===== src/rtl/cpu_types_pkg.sv =====
// Shared types for the MIPS core fetch front end.
// Holds word_t, redirect kinds, fetch FSM states and the queued entry type.
package cpu_types_pkg;

    typedef logic [31:0] word_t;

    typedef enum logic [2:0] {
        PC_SEQ = 3'd0,
        PC_BR  = 3'd1,
        PC_J   = 3'd2,
        PC_JR  = 3'd3
    } pcsrc_t;

    typedef enum logic [1:0] {
        FETCH  = 2'd0,
        FULL   = 2'd1,
        HALTED = 2'd2
    } fetch_state_t;

    typedef struct packed {
        word_t pc;
        word_t instr;
    } fetch_entry_t;

    // Reserved codes 4..7 fall through to the sequential target.
    function automatic word_t calc_target(
        input logic [2:0]  src,
        input word_t       npc,
        input logic [15:0] imm16,
        input logic [25:0] jaddr,
        input word_t       reg31
    );
        word_t t;
        case (src)
            PC_BR:   t = npc + {{14{imm16[15]}}, imm16, 2'b00};
            PC_J:    t = {npc[31:28], jaddr, 2'b00};
            PC_JR:   t = reg31;
            default: t = npc;
        endcase
        return t;
    endfunction

endpackage


===== src/rtl/instruction_prefetch_unit_fetch_queue.sv =====
// Synchronous FIFO of {pc, instr} entries between icache and decode.
// Ports: push/entry in, pop, flush, full/empty/count status, head out (0 when empty).
module fetch_queue
    import cpu_types_pkg::*;
#(
    parameter int DEPTH = 4,
    localparam int AW = $clog2(DEPTH)
) (
    input  logic         clk,
    input  logic         rst_n,
    input  logic         push,
    input  fetch_entry_t entry,
    input  logic         pop,
    input  logic         flush,
    output logic         full,
    output logic         empty,
    output logic [AW:0]  count,
    output fetch_entry_t head
);

    fetch_entry_t mem [DEPTH];
    logic [AW:0]  wr_ptr;
    logic [AW:0]  rd_ptr;

    assign count = wr_ptr - rd_ptr;
    assign empty = (wr_ptr == rd_ptr);
    assign full  = (wr_ptr[AW] != rd_ptr[AW]) &&
                   (wr_ptr[AW-1:0] == rd_ptr[AW-1:0]);
    assign head  = empty ? '0 : mem[rd_ptr[AW-1:0]];

    // Flush only rewinds the pointers; stale storage is never visible.
    always_ff @(posedge clk) begin
        if (!rst_n) begin
            wr_ptr <= '0;
            rd_ptr <= '0;
        end else if (flush) begin
            wr_ptr <= '0;
            rd_ptr <= '0;
        end else begin
            if (push) wr_ptr <= wr_ptr + 1'b1;
            if (pop)  rd_ptr <= rd_ptr + 1'b1;
        end
    end

    always_ff @(posedge clk) begin
        if (push && !flush) mem[wr_ptr[AW-1:0]] <= entry;
    end

endmodule


===== src/rtl/instruction_prefetch_unit.sv =====
// Fetch front end: owns the PC, issues icache reads, queues fetched words for decode.
// Ports: CLK/nRST, redirect (PCSrc encoding), halt, icache req/resp, decode valid/ready head.
module instruction_prefetch_unit
    import cpu_types_pkg::*;
#(
    parameter int          DEPTH    = 4,
    parameter logic [31:0] PC_RESET = 32'h0000_0000
) (
    input  logic        CLK,
    input  logic        nRST,
    input  logic        redirect_en,
    input  logic [2:0]  PCSrc,
    input  logic [31:0] redirect_npc,
    input  logic [15:0] imm16,
    input  logic [25:0] jaddr,
    input  logic [31:0] reg31,
    input  logic        halt,
    output logic        imemREN,
    output logic [31:0] imemaddr,
    input  logic        ihit,
    input  logic [31:0] imemload,
    output logic        instr_valid,
    input  logic        instr_ready,
    output logic [31:0] instr,
    output logic [31:0] instr_pc,
    output logic [1:0]  fetch_state
);

    localparam int AW = $clog2(DEPTH);
    localparam logic [AW:0] LAST = (AW+1)'(DEPTH - 1);

    fetch_state_t state;
    word_t        fetch_pc;
    word_t        target;
    logic         redir;
    logic         push;
    logic         pop;
    logic         q_full;
    logic         q_empty;
    logic [AW:0]  q_count;
    fetch_entry_t head;

    // A halted unit ignores redirects entirely, including the valid mask.
    assign redir       = redirect_en && (state != HALTED);
    assign target      = calc_target(PCSrc, redirect_npc, imm16, jaddr, reg31);
    assign push        = (state == FETCH) && ihit && !redir && !q_full;
    assign instr_valid = !q_empty && !redir;
    assign pop         = instr_valid && instr_ready;
    assign instr       = head.instr;
    assign instr_pc    = head.pc;
    assign imemaddr    = fetch_pc;
    assign fetch_state = state;

    fetch_queue #(.DEPTH(DEPTH)) u_queue (
        .clk   (CLK),
        .rst_n (nRST),
        .push  (push),
        .entry ('{pc: fetch_pc, instr: imemload}),
        .pop   (pop),
        .flush (redir),
        .full  (q_full),
        .empty (q_empty),
        .count (q_count),
        .head  (head)
    );

    always_ff @(posedge CLK) begin
        if (!nRST) begin
            state    <= FETCH;
            fetch_pc <= PC_RESET;
            imemREN  <= 1'b1;
        end else begin
            case (state)
                FETCH, FULL: begin
                    if (redir) begin
                        fetch_pc <= target;
                        state    <= halt ? HALTED : FETCH;
                        imemREN  <= !halt;
                    end else begin
                        if (push) fetch_pc <= fetch_pc + 32'd4;
                        if (halt) begin
                            state   <= HALTED;
                            imemREN <= 1'b0;
                        end else if (push && !pop && q_count == LAST) begin
                            state   <= FULL;
                            imemREN <= 1'b0;
                        end else if (state == FULL && pop) begin
                            state   <= FETCH;
                            imemREN <= 1'b1;
                        end
                    end
                end
                default: begin
                    state   <= HALTED;
                    imemREN <= 1'b0;
                end
            endcase
        end
    end

endmodule


===== config.mk =====
export PLATFORM = sky130hd
export DESIGN_NAME = instruction_prefetch_unit
export DESIGN_NICKNAME = d
export VERILOG_FILES = /design/src/rtl/cpu_types_pkg.sv /design/src/rtl/instruction_prefetch_unit_fetch_queue.sv /design/src/rtl/instruction_prefetch_unit.sv
export SDC_FILE = /design/constraint.sdc
export NUM_CORES = 1
export LEC_CHECK = 0
export BUFFER_PORTS_ARGS = -buffer_cell sky130_fd_sc_hd__clkbuf_2
export CORE_ASPECT_RATIO = 0.75
export CORE_MARGIN = 5
export CORE_UTILIZATION = 45
export CTS_CLUSTER_SIZE = 14
export DETAILED_ROUTE_END_ITERATION = 10
export PLACE_DENSITY = 0.8
export SLEW_MARGIN = 25
export SYNTH_ARGS = -nofsm -noshare
export SYNTH_HDL_FRONTEND = slang
export SYNTH_SLANG_ARGS = --single-unit

===== constraint.sdc =====
create_clock -name CLK -period 3.2 [get_ports CLK]
set_clock_uncertainty 0.05 [all_clocks]
set_input_delay 0 -clock CLK [delete_from_list [all_inputs] [get_ports CLK]]
set_output_delay 0 -clock CLK [all_outputs]
set_load 0.1 [all_outputs]

* Word-level counts from Yosys, hierarchy flattened *
Memories as Yosys holds them, arrays and structs flattened. A register that Yosys moved wholly into a read port is not among the register bits.
Cells that the tools add are included.

storage, ports and cells
  RAM bits = 256
  memories = 1
  logic and storage cells = 65
  output and inout bits = 100
  bits in registers = 41
  input port bits = 147

memory list
  name         depth  width  read ports  clocked after memory_dff  wr ports  line                                         source
  u_queue.mem  4      64     1           1                         1         instruction_prefetch_unit_fetch_queue.sv:21  fetch_entry_t mem [DEPTH];

operators by class
  reductions and logical operators = 23
  equality and inequality tests = 10
  $add $sub $neg = 5
  multiplexer cells = 19
  bitwise gates (word level) = 1

operator list
  operator                                                         count
  32-bit case mux with 3 select lines                              1
  32-bit 2-to-1 mux                                                2
  64-bit 2-to-1 mux                                                1
  32-bit by 3-bit adder with 32-bit output, second input constant  1
  32-bit adder                                                     1
  2-bit 2-to-1 mux                                                 8
  1-bit logical AND                                                11
  3-bit by 2-bit == test with 1-bit output, second input constant  3
  1-bit 2-to-1 mux                                                 7
  3-bit by 1-bit adder with 3-bit output, second input constant    2
  1-bit logical NOT                                                5
  5-bit by 4-bit != test with 1-bit output, second input constant  1
  2-bit AND reduction                                              2
  4-bit nonzero test                                               1
  2-bit OR reduction                                               2
  3-bit by 1-bit == test with 1-bit output, second input constant  1
  3-bit == test                                                    1
  3-bit subtractor                                                 1
  2-bit by 1-bit == test with 1-bit output, second input constant  1
  2-bit == test                                                    1
  2-bit logical NOT                                                1
  2-bit != test, second input constant                             1
  2-bit nonzero test                                               1
  1-bit != test                                                    1
  1-bit NOT                                                        1

* Logic depth before layout (Yosys ltp) *
Gate-level depths: netlist of run 1.

  depth after elaboration = 12
  gate-level depth with buffers = 11
  mapped depth without buffers = 11

* Hierarchy *
Synthesis of run 1 repeated with hierarchy kept, for this count alone.

unflattened totals
  cells, all modules = 1139
  area total of the unflattened synthesis = 14935.6 µm²

by module, submodules not included
  module                     times used  seq. area each (µm²)  area each (µm²)  cells each
  fetch_queue                1           7847.5                10311.1          461
  instruction_prefetch_unit  1           700.7                 4624.4           678

* Least setup slack after synthesis of run 1 *
OpenSTA, ideal clock, no wires.

  path kind = reg-to-reg
  from = register state[1] (netlist: fetch_state[1])
  to = register imemREN
  setup slack = -0.275 ns
  arrival = 3.333 ns
  clock period less this slack = 3.475 ns
  cell stages (with the launch flop) = 7
  setup time = 0.092 ns
  data required time = 3.058 ns
  path buffers = 0
  cells stage by stage = dfxtp_1 -> a21boi_1 -> nor2_1 -> nand2_1 -> a21oi_1 -> a21oi_1 -> o31ai_1

between the ends
  cells in the longest elaborated chain, start to end = 12
  elaborated cells on any way between the ends = 20
  those cells by class = 3 x eq/ne; 4 x mux; 13 x reduce/logical

RTL lines
  what                            line                             source
  start, declared                 instruction_prefetch_unit.sv:32  fetch_state_t state;
  start signal, assigned          instruction_prefetch_unit.sv:77  state <= halt ? HALTED : FETCH;
  2-bit != test (*)               instruction_prefetch_unit.sv:44  assign redir = redirect_en && (state != HALTED);
  1-bit logical AND (*)           instruction_prefetch_unit.sv:44
  1-bit logical NOT (*)           instruction_prefetch_unit.sv:47  assign instr_valid = !q_empty && !redir;
  1-bit logical AND (*)           instruction_prefetch_unit.sv:47
  net instr_valid                 instruction_prefetch_unit.sv:22  output logic instr_valid,
  1-bit logical AND (*)           instruction_prefetch_unit.sv:48  assign pop = instr_valid && instr_ready;
  1-bit logical NOT               instruction_prefetch_unit.sv:84  end else if (push && !pop && q_count == LAST) begin
  1-bit logical AND (2 in a row)  instruction_prefetch_unit.sv:84
  1-bit 2-to-1 mux                instruction_prefetch_unit.sv:84
  1-bit 2-to-1 mux                instruction_prefetch_unit.sv:81  if (halt) begin
  1-bit 2-to-1 mux                instruction_prefetch_unit.sv:75  if (redir) begin
  1-bit 2-to-1 mux                instruction_prefetch_unit.sv:73  case (state)
  end signal, assigned            instruction_prefetch_unit.sv:78  imemREN <= !halt;
  end, declared                   instruction_prefetch_unit.sv:18  output logic imemREN,

The timed path passes the listed nets; every way through them passes the cells marked *.
A chain may end at the register's enable or synchronous reset.

* Worst setup path after layout of run 1 *
  from = register fetch_pc[17] (netlist: imemaddr[17])
  to = register fetch_pc[31] (netlist: imemaddr[31])

between the ends
  cells in the longest elaborated chain, start to end = 3

RTL lines
  what                                      line                             source
  start, declared                           instruction_prefetch_unit.sv:33  word_t fetch_pc;
  start signal, assigned                    instruction_prefetch_unit.sv:76  fetch_pc <= target;
  start signal, assigned                    instruction_prefetch_unit.sv:80  if (push) fetch_pc <= fetch_pc + 32'd4;
  32-bit by 3-bit adder with 32-bit output  instruction_prefetch_unit.sv:80
  32-bit 2-to-1 mux                         instruction_prefetch_unit.sv:80
  32-bit 2-to-1 mux                         instruction_prefetch_unit.sv:75

No other way between the ends. The select of a mux whose other input is x is not followed.

==> flow_metrics.py, run 1 <==
metrics = {
    "detailed_routing": {
        "drt_iter0_markers": 1295,
        "drcViolationCount": 0,
        "top_layer_used": "met5",
        "met1Wirelength_um": 18300,
        "met3_wirelength_um": 4190,
        "firstDrtPassIters": 5,
        "vias_per_cell": 5.89,
        "routedWlPerCell_um": 22.7,
        "antenna_left": 0,
        "wl_met2_um": 19800,
        "num_vias": 11237,
        "wirelength_um": 43300,
    },
    "sta": {
        "setup_violations": 0,
        "maxSlewHeadroom_pct": 48.4,
        "drv_slew": 0,
        "worst_slew_pin_slew_ns": 0.773,
        "hold_violations": 0,
        "maxClockFrequency_mhz": 330,
        "grt_setup_unrepaired": "false",
        "setup_tns_ns": 0,
        "fin_crit_ns": 3.03,
        "fin_crit_sh_pct": 94.6,
    },
    "cells_and_area": {
        "finalNetCount": 1633,
        "layout-drive-gt1-share_pct": 27.7,
        "design_area_um2": 18200,
        "stdcell_count": 1908,
        "area_growth_pct": 24.2,
        "antenna_cells": 0,
        "fin_util_pct": 56.5,
    },
    "min_path": {
        "min_path_cells": 3,
        "min_from": "redirect_npc[7]",
        "hold_class": "primary input to flip-flop",
        "hold_end": "imemaddr[7]",
    },
    "clock_network": {
        "cts_max_path_buffers": 3,
        "root_buffer": "clkbuf_16",
        "cts.htree.levels": 1,
        "cts_inserted_buffers": 30,
        "insertion_delay_ns": 0.54,
        "cts_sinks": 299,
        "clk_pin_slew_ns": 0.06,
        "cts_tree": "built",
        "postCtsSetupBuffers": 0,
    },
    "logic_synthesis": {
        "synthFlopType": "edfxtp_1",
        "ys_ff_latch": 299,
        "synth-async-reset-ratio_pct": 0,
        "yosys_warnings": 0,
        "synth_nets": 1325,
        "syn_area_per_cell_um2": 12.9,
        "synth_cell_types": 71,
        "yosys.area.top_type": "edfxtp_1",
        "synth_edf_count": 256,
        "synth_top_area_share_pct": 52.5,
        "yosysSeqAreaShare_pct": 58.3,
        "synthTopCellsByArea": "edfxtp_1, mux4_2, dfxtp_1",
        "synthCells": 1139,
        "synthesis.area_um2": 14700,
    },
    "floorplanning": {
        "fp.dieW_um": 218,
        "die_h_um": 166,
        "rows": 57,
        "initial_core_util_pct": 45.5,
        "io_pins": 247,
        "fp.dieArea_um2": 36300,
        "core_area_um2": 32200,
    },
    "pwr": {
        "vdd_ir_drop_max_v": 0.000487,
        "total_power_w": 0.00965,
        "power_frac_seq_pct": 45.9,
        "swShare_pct": 27.3,
        "internal_power_w": 0.00702,
        "p_sw_w": 0.00263,
        "combinationalPowerShare_pct": 17.1,
        "leakage_nw": 6.55,
        "p_per_area_nw_per_um2": 530,
        "power.share.clock_pct": 37.1,
    },
    "global_routing": {
        "grt_pass1_wl_um": 65900,
        "grt_pass1_vias": 10954,
        "track_usage_pct": 23.1,
        "grt_max_degree": 65,
        "overflow": 0,
        "antenna_found_initial": 1,
    },
    "place": {
        "io_buffers": 246,
        "placed_area_um2": 16500,
        "place_congestion": 0.963,
        "place_hpwl_um": 30100,
        "post-place-cells": 1792,
    },
    "critical_path": {
        "critPathLaunchType": "flip-flop",
        "crit_arrival_ns": 3.46,
        "rr_worst_depth": 9,
        "crit_start": "imemaddr[17]",
        "timing.rr.start": "imemaddr[17]",
        "rr_endpoint": "imemaddr[31]",
        "worstSetupPathType": "flip-flop to flip-flop",
        "cp_max_fo": 12,
        "critPathCaptureType": "flip-flop",
        "required_ns": 3.63,
        "regToRegSetupSlack_ns": 0.17,
    },
    "run": {
        "max-cap-violations": 0,
    },
    "run_status": {
        "status": "finished clean",
    },
}
cells in the mapped netlist (6+ instances only):
master,number
edfxtp_1,256
nand2_1,77
a21oi_1,74
o21ai_0,72
nor2b_1,70
nor2_1,69
mux4_2,64
clkbuf_1,46
dfxtp_1,43
ha_1,37
nand3_1,30
a31oi_1,24
xnor2_1,19
nor3_1,18
a22oi_1,17
inv_1,17
nand2b_1,14
and3_1,12
and2_1,11
buf_2,11
o22ai_1,10
xor2_1,10
nand4_1,9
a211oi_1,8
a221oi_1,8
o2111ai_1,7
o31ai_1,7
o211ai_1,6
o221ai_1,6
cell families (layout without fill, tap and decap cells):
| logic type | count (synthesis) | in the layout | share of synthesized area (%) |
|---|---|---|---|
| buffers and inverters | 82 | 409 | 2.25 |
| AOI/OAI and AO/OA | 282 | 282 | 12.3 |
| adders and majority gates | 39 | 39 | 3.43 |
| and+or+nand+nor | 338 | 338 | 11.7 |
| muxes | 70 | 70 | 10.3 |
| DFF | 299 | 299 | 58.3 |
| xor gates and xnor gates | 29 | 29 | 1.73 |
state kept, by name, indices dropped and copies added, names as in the netlist, named ones only:
| signal | cells |
|---|---|
| imemREN | 1 |
| u_queue.rd_ptr | 3 |
| imemaddr | 32 |
| u_queue.wr_ptr | 3 |
| u_queue.mem | 256 |
| fetch_state | 2 |
cell type report:
class | count | area [um2]
multi-input cells | 758 | 5810
inverters | 18 | 67.6
repair buffers | 340 | 2200
well taps | 442 | 553
clock inverters | 13 | 190
fillers | 2644 | 14000
clock buffers | 38 | 822
flip-flops and latches | 299 | 8560
metrics by stage:
step	worst slack (ns)	hold WS, ns
after detailed placement	0.549	0.169
final	0.171	0.0289
after global placement	0.661	0.167
after CTS	0.0927	0.00737
after global routing	0.00380	0.0397
after floorplan	0.0276	0.0489
worst max path at each step:
stage | cells after the start | slack (ns) | end
after floorplan | 2 | 0.03 | u_queue.mem[3][0]
after global placement | 12 | 0.66 | imemaddr[26]
after detailed placement | 10 | 0.55 | imemaddr[16]
after CTS | 11 | 0.09 | imemaddr[31]
after global routing | 9 | 0.004 | imemaddr[31]
final | 9 | 0.17 | imemaddr[31]
power groups by stage:
stage | registers, W | clock network [W] | logic, W
floorplan | 0.00471 | 0 | 0.000879
global placement | 0.00450 | 0 | 0.00154
detailed placement | 0.00451 | 0 | 0.00155
CTS | 0.00442 | 0.00363 | 0.00162
global route | 0.00444 | 0.00381 | 0.00174
finish | 0.00443 | 0.00357 | 0.00165
cell usage in the layout (no fill, tap or decap), types with 6 or more instances in the layout:
cell type | netlist | final
a31oi_1 | 24 | 24
dfxtp_1 | 43 | 40
ha_1 | 37 | 37
nor2b_1 | 70 | 70
xnor2_1 | 19 | 19
edfxtp_1 | 256 | 256
a221oi_1 | 8 | 8
nand2_1 | 77 | 76
nor2_1 | 69 | 67
o221ai_1 | 6 | 6
and3_1 | 12 | 7
o2111ai_1 | 7 | 7
a22oi_1 | 17 | 17
clkbuf_2 | 0 | 246
dlygate4sd3_1 | 0 | 65
nand2b_1 | 14 | 14
xor2_1 | 10 | 10
a211oi_1 | 8 | 8
o21ai_0 | 72 | 72
nand4_1 | 9 | 9
nor3_1 | 18 | 18
clkbuf_16 | 0 | 31
o31ai_1 | 7 | 7
buf_12 | 0 | 8
nand3_1 | 30 | 30
o211ai_1 | 6 | 6
a21oi_1 | 74 | 73
buf_4 | 2 | 21
mux4_2 | 64 | 64
inv_1 | 17 | 17
o22ai_1 | 10 | 10
and2_1 | 11 | 11
metal layers:
metal  up-vias  global-route usage, %
met4         2                   4.72
li1       5042                      -
met1      5468                   33.8
met5         -                      0
met3        74                   4.36
met2       651                   36.4
critical path: stages (launching register included):
cell and delay (ns):
dfxtp_1 0.61, and4_1 0.38, nand4_1 0.17, nor4_2 0.37
nand3_1 0.14, or3_1 0.33, a31oi_1 0.18, a211oi_1 0.08
o41ai_1 0.08, dlygate4sd3_1 0.59
what timing repair did:
action	4_1_cts	5_1_grt
gates resized for setup	0	4
setup endpoints to repair	0	3
hold buffers	65	0
hold endpoints to repair	160	0
(Power assumes the default switching activity.)
==> run 2, diff against run 1 <==
==> constraint.sdc (replaced) <==
create_clock -name CLK -period 3.2 [get_ports CLK]
set_clock_uncertainty 0.05 [all_clocks]
set_input_delay 0.16 -clock CLK [delete_from_list [all_inputs] [get_ports CLK]]
set_output_delay 0.16 -clock CLK [all_outputs]
set_load 0.1 [all_outputs]
==> flow_metrics.py, run 2 (synthesized netlist as in run 1, its figures left out) <==
metrics = {
    "cells_and_area": {
        "antenna_cells": 0,
        "multi_input_area_um2": 5800,
        "stdcell_count": 1885,
        "largest_reg_flops": 256,
        "area_growth_pct": 21.7,
        "layout-drive-gt1-share_pct": 27.9,
        "finalNetCount": 1612,
        "final_cell_mix": "edfxtp_1, clkbuf_2, nand2_1",
        "n_fill_cell": 2685,
        "fin_util_pct": 55.3,
        "ff_latch_area_um2": 8560,
        "final_common_cell": "edfxtp_1",
    },
    "critical_path": {
        "crit_arrival_ns": 2.64,
        "worstSetupPathType": "flip-flop to output port",
        "timing.rr.start": "imemaddr[2]",
        "critPathCaptureType": "output port",
        "critPathLaunchType": "flip-flop",
        "rr_worst_depth": 9,
        "regToRegSetupSlack_ns": 0.47,
        "cp_max_fo": 27,
        "required_ns": 2.99,
        "rr_endpoint": "imemaddr[26]",
    },
    "sta": {
        "setup_tns_ns": 0,
        "hold_violations": 0,
        "drv_slew": 0,
        "worst_slew_pin_slew_ns": 0.667,
        "fin_crit_sh_pct": 89.0,
        "grt_setup_unrepaired": "false",
        "maxSlewHeadroom_pct": 55.6,
        "whs_ns": 0.0358,
        "fin_crit_ns": 2.85,
        "maxClockFrequency_mhz": 351,
        "setup_violations": 0,
    },
    "clock_network": {
        "postCtsSetupBuffers": 0,
        "clk_pin_slew_ns": 0.06,
        "cts.htree.levels": 1,
        "holdBufCountCts": 39,
        "insertion_delay_ns": 0.53,
        "root_buffer": "clkbuf_16",
        "cts_sinks": 299,
        "post_cts_resized": 0,
        "cts_inserted_buffers": 29,
        "cts_tree": "built",
        "cts_max_path_buffers": 3,
    },
    "floorplanning": {
        "io_pins": 247,
        "rows": 57,
        "initial_core_util_pct": 45.5,
        "fp.dieArea_um2": 36300,
        "fp.dieW_um": 218,
        "die_h_um": 166,
        "core_area_um2": 32200,
    },
    "detailed_routing": {
        "drt_iter0_markers": 1181,
        "routedWlPerCell_um": 22.4,
        "vias_per_cell": 5.84,
        "num_vias": 11016,
        "wirelength_um": 42300,
        "drcViolationCount": 0,
        "firstDrtPassIters": 6,
        "antenna_left": 0,
    },
    "pwr": {
        "p_sw_w": 0.00257,
        "power.share.clock_pct": 34.2,
        "leakage_nw": 6.41,
        "combinationalPowerShare_pct": 17.7,
        "internal_power_w": 0.00661,
        "power_frac_seq_pct": 48.1,
        "vdd_ir_drop_max_v": 0.000365,
        "p_per_area_nw_per_um2": 515,
        "total_power_w": 0.00918,
        "swShare_pct": 28.0,
    },
    "global_routing": {
        "antenna_found_initial": 2,
        "track_usage_pct": 22.6,
        "grt_pass1_vias": 10924,
        "grt_max_degree": 65,
        "overflow": 0,
        "grt_pass1_wl_um": 64700,
    },
    "run_status": {
        "status": "finished clean",
    },
    "min_path": {
        "min_path_cells": 3,
        "hold_class": "primary input to flip-flop",
        "min_from": "redirect_npc[6]",
        "hold_end": "imemaddr[6]",
    },
    "run": {
        "max-cap-violations": 0,
    },
    "place": {
        "place_hpwl_um": 30200,
        "io_buffers": 246,
        "post-place-cells": 1798,
        "place_congestion": 0.952,
    },
}
run 2: cell types whose count changed in the layout (fill, tap and decap cells not counted), sizes merged:
cell / before / now
dlygate4sd3: 65 / 39
buf: 29 / 35
bufinv: 5 / 1
clkbuf: 284 / 283
clkinvlp: 0 / 1
inv: 17 / 18
run 2: final cells by class:
cell class / instances / share of cell area (%)
Clock inverter: 11 / 0.442
Timing Repair Buffer: 320 / 11.1
Inverter: 18 / 0.379
Sequential cell: 299 / 48.0
Clock buffer: 37 / 4.46
Tap cell: 442 / 3.10
Multi-Input combinational cell: 758 / 32.5
run 2: power by group through the flow:
stage                     Sequential, W  Clock [W]  Combinational, W
after detailed placement        0.00450          0           0.00155
after global placement          0.00449          0           0.00155
after global routing            0.00443    0.00337           0.00171
after floorplan                 0.00471          0          0.000879
after CTS                       0.00442    0.00321           0.00160
final                           0.00442    0.00314           0.00162
run 2: worst max-delay path by stage:
stage	depth (start not counted)	from	end
CTS	4	flip-flop	instr[7]
global placement	12	redirect_npc[2]	imemaddr[26]
floorplan	2	fetch_state[1]	u_queue.mem[3][0]
global route	4	flip-flop	instr[7]
detailed placement	12	redirect_npc[2]	imemaddr[26]
finish	4	flip-flop	instr[7]
run 2: critical path: stages, from the launching register on:
cell and delay (ns):
dfxtp_4 0.65, buf_12 0.31, mux4_2 0.56, nor2b_1 0.17, clkbuf_2 0.38
run 2: per-stage QoR:
| stage | cell area (um2) | setup slack [ns] |
|---|---|---|
| after floorplan | 14700 | 0.0276 |
| after global placement | 16600 | 0.471 |
| after detailed placement | 16600 | 0.488 |
| after CTS | 17800 | 0.288 |
| after global routing | 17800 | 0.192 |
| final | 17800 | 0.353 |
run 2: per-layer routing:
metal	global-route usage, %	vias to the layer above	wire, um
li1	-	5004	-
met1	32.8	5307	18000
met2	35.2	627	19200
met3	4.96	74	4110
met4	5.43	4	1010
met5	0	-	27
==> run 3, diff against run 2 <==
Settings changed: ABC_AREA set to 1, CAP_MARGIN set to 20, PLACE_DENSITY 0.8 to 0.77.
Clock period 3.2 ns to 3.6 ns, I/O delays scaled along.
==> flow_metrics.py, run 3 <==
metrics = {
    "logic_synthesis": {
        "synthTopCellsByArea": "edfxtp_1, nor2_1, nand2_1",
        "synth-simple-area-share_pct": 20.6,
        "ys_ff_latch": 299,
        "synth_top_area_share_pct": 50.5,
        "yosys_warnings": 0,
        "yosys.area_share.adder_pct": 3.30,
        "synth_top_family_by_area": "simple AND/OR/NAND/NOR gates",
        "synthCells": 1704,
        "synth-async-reset-ratio_pct": 0,
        "synthTopCellsByCount": "nor2_1, nand2_1, edfxtp_1",
        "synthFlopType": "edfxtp_1",
        "synth_compound_area_share_pct": 13.6,
        "synth_xor_area_share_pct": 1.37,
        "yosysSeqAreaShare_pct": 56.1,
        "synthesis.area_um2": 15200,
        "syn_area_per_cell_um2": 8.94,
        "synth_edf_count": 256,
        "yosys.cell_count.top_type": "nor2_1",
        "yosys.area.top_type": "edfxtp_1",
        "synthMuxAreaShare_pct": 0,
        "synth_cell_types": 43,
        "synth_nets": 1890,
    },
    "cells_and_area": {
        "layout-drive-gt1-share_pct": 16.9,
        "final_cell_mix": "nor2_1, nand2_1, edfxtp_1",
        "antenna_cells": 0,
        "final_common_cell": "nor2_1",
        "finalNetCount": 2176,
        "largest_reg_flops": 256,
        "design_area_um2": 18500,
        "area_growth_pct": 21.5,
    },
    "min_path": {
        "hold_class": "primary input to flip-flop",
    },
    "floorplanning": {
        "fp.dieArea_um2": 37700,
        "fp.dieW_um": 222,
        "die_h_um": 169,
        "initial_core_util_pct": 45.5,
        "rows": 58,
        "core_area_um2": 33500,
        "io_pins": 247,
    },
    "pwr": {
        "swShare_pct": 32.5,
        "leakage_nw": 7.56,
        "total_power_w": 0.00883,
        "vdd_ir_drop_max_v": 0.000365,
        "power_frac_seq_pct": 45.3,
        "power.share.clock_pct": 32.7,
        "p_per_area_nw_per_um2": 477,
        "combinationalPowerShare_pct": 21.9,
        "p_sw_w": 0.00287,
        "internal_power_w": 0.00596,
    },
    "sta": {
        "grt_setup_unrepaired": "false",
        "fin_crit_ns": 3.24,
        "setup_slack_ns": 0.356,
        "setup_tns_ns": 0,
        "drv_slew": 0,
        "whs_ns": 0.0155,
        "maxSlewHeadroom_pct": 44.5,
        "worst_slew_pin_slew_ns": 0.831,
        "maxClockFrequency_mhz": 308,
        "hold_violations": 0,
        "fin_crit_sh_pct": 90.1,
        "setup_violations": 0,
    },
    "global_routing": {
        "antenna_found_initial": 0,
        "track_usage_pct": 22.8,
        "grt_pass1_wl_um": 69500,
        "grt_pass1_vias": 12557,
        "grt_max_degree": 129,
        "overflow": 0,
    },
    "run": {
        "max-cap-violations": 0,
    },
    "critical_path": {
        "critPathCaptureType": "output port",
        "crit_arrival_ns": 3.01,
        "worstSetupPathType": "flip-flop to output port",
        "required_ns": 3.37,
        "cp_max_fo": 26,
        "critPathLaunchType": "flip-flop",
    },
    "place": {
        "place_ws_ns": 0.818,
        "place_hpwl_um": 31300,
        "io_buffers": 246,
        "place_congestion": 1.01,
        "placed_area_um2": 17000,
    },
    "clock_network": {
        "cts_tree": "built",
        "cts_inserted_buffers": 28,
        "insertion_delay_ns": 0.55,
        "cts_max_path_buffers": 3,
        "cts.htree.levels": 1,
        "cts_sinks": 299,
        "clk_pin_slew_ns": 0.07,
        "root_buffer": "clkbuf_16",
    },
    "detailed_routing": {
        "wirelength_um": 44600,
        "antenna_left": 0,
        "vias_per_cell": 5.48,
        "drcViolationCount": 0,
        "routedWlPerCell_um": 18.1,
        "drt_iter0_markers": 1323,
        "num_vias": 13492,
        "firstDrtPassIters": 6,
    },
    "run_status": {
        "status": "finished clean",
    },
}
[run 3: cell types whose count changed after synthesis, sizes merged, moves of 15 or more]
cell	delta
nand3	+46
a31oi	-15
a21oi	+80
inv	+107
nor2b	-70
mux4	-64
o21ai	+116
nor2	+286
nand2	+195
[run 3: final timing paths]
| path | from | depth (start not counted) | endpoint | slack [ns] |
|---|---|---|---|---|
| worst max-delay path | u_queue.wr_ptr[0] | 7 | instr[3] | 0.36 |
| worst min-delay path | jaddr[16] | 5 | imemaddr[18] | 0.02 |
| worst max register to register | u_queue.wr_ptr[0] | 7 | u_queue.mem[0][55] | 0.86 |
| worst min register to register | u_queue.rd_ptr[2] | 1 | u_queue.rd_ptr[2] | 0.43 |
[run 3: cells by family (layout without fill, tap and decap cells)]
| group | after synthesis | after routing |
|---|---|---|
| fa+ha+maj | 39 | 39 |
| flops | 299 | 299 |
| buf+inv | 197 | 504 |
| simple gates | 756 | 756 |
| compound gates | 390 | 390 |
| xor+xnor | 23 | 23 |
[run 3: cell type report]
type,count,area [um2]
Inverter,124,467
Tap cell,450,563
Clock buffer,34,723
Timing Repair Buffer,329,2070
Sequential cell,299,8550
Fill cell,2919,15000
Clock inverter,17,164
Multi-Input combinational cell,1208,5960
[run 3: routing by layer]
layer  vias up  wire length (um)  track usage [%]
met3        74              4210             5.20
met2       636             19100             34.3
met4         0               977             4.58
met1      6346             20300             34.3
li1       6436                 -                -
met5         -                 0                0
[run 3: per-stage QoR]
stage | instances | utilization [%]
finish | 2461 | 55.3
global route | 2461 | 55.3
CTS | 2461 | 55.3
detailed placement | 2344 | 50.7
global placement | 2344 | 50.7
floorplan | 1704 | -
[run 3: timing repair]
item,in CTS,in global routing
setup buffers,0,0
resized for setup,0,0
hold buffers,66,0
hold endpoints to repair,157,0
[run 3: power groups by stage]
| stage | logic (W) | registers [W] | clock network (W) |
|---|---|---|---|
| after detailed placement | 0.00185 | 0.00408 | 0 |
| after global routing | 0.00207 | 0.00401 | 0.00310 |
| final | 0.00194 | 0.00400 | 0.00289 |
| after global placement | 0.00183 | 0.00407 | 0 |
| after CTS | 0.00192 | 0.00400 | 0.00295 |
| after floorplan | 0.00114 | 0.00430 | 0 |
[run 3: worst max-delay path: stages, from the launching register on]
cell      delay [ns]
dfxtp_1         0.38
inv_1           0.11
ha_1            0.33
nand2_1         0.10
nor2_4          0.65
buf_4           0.41
a21oi_1         0.09
clkbuf_2        0.38
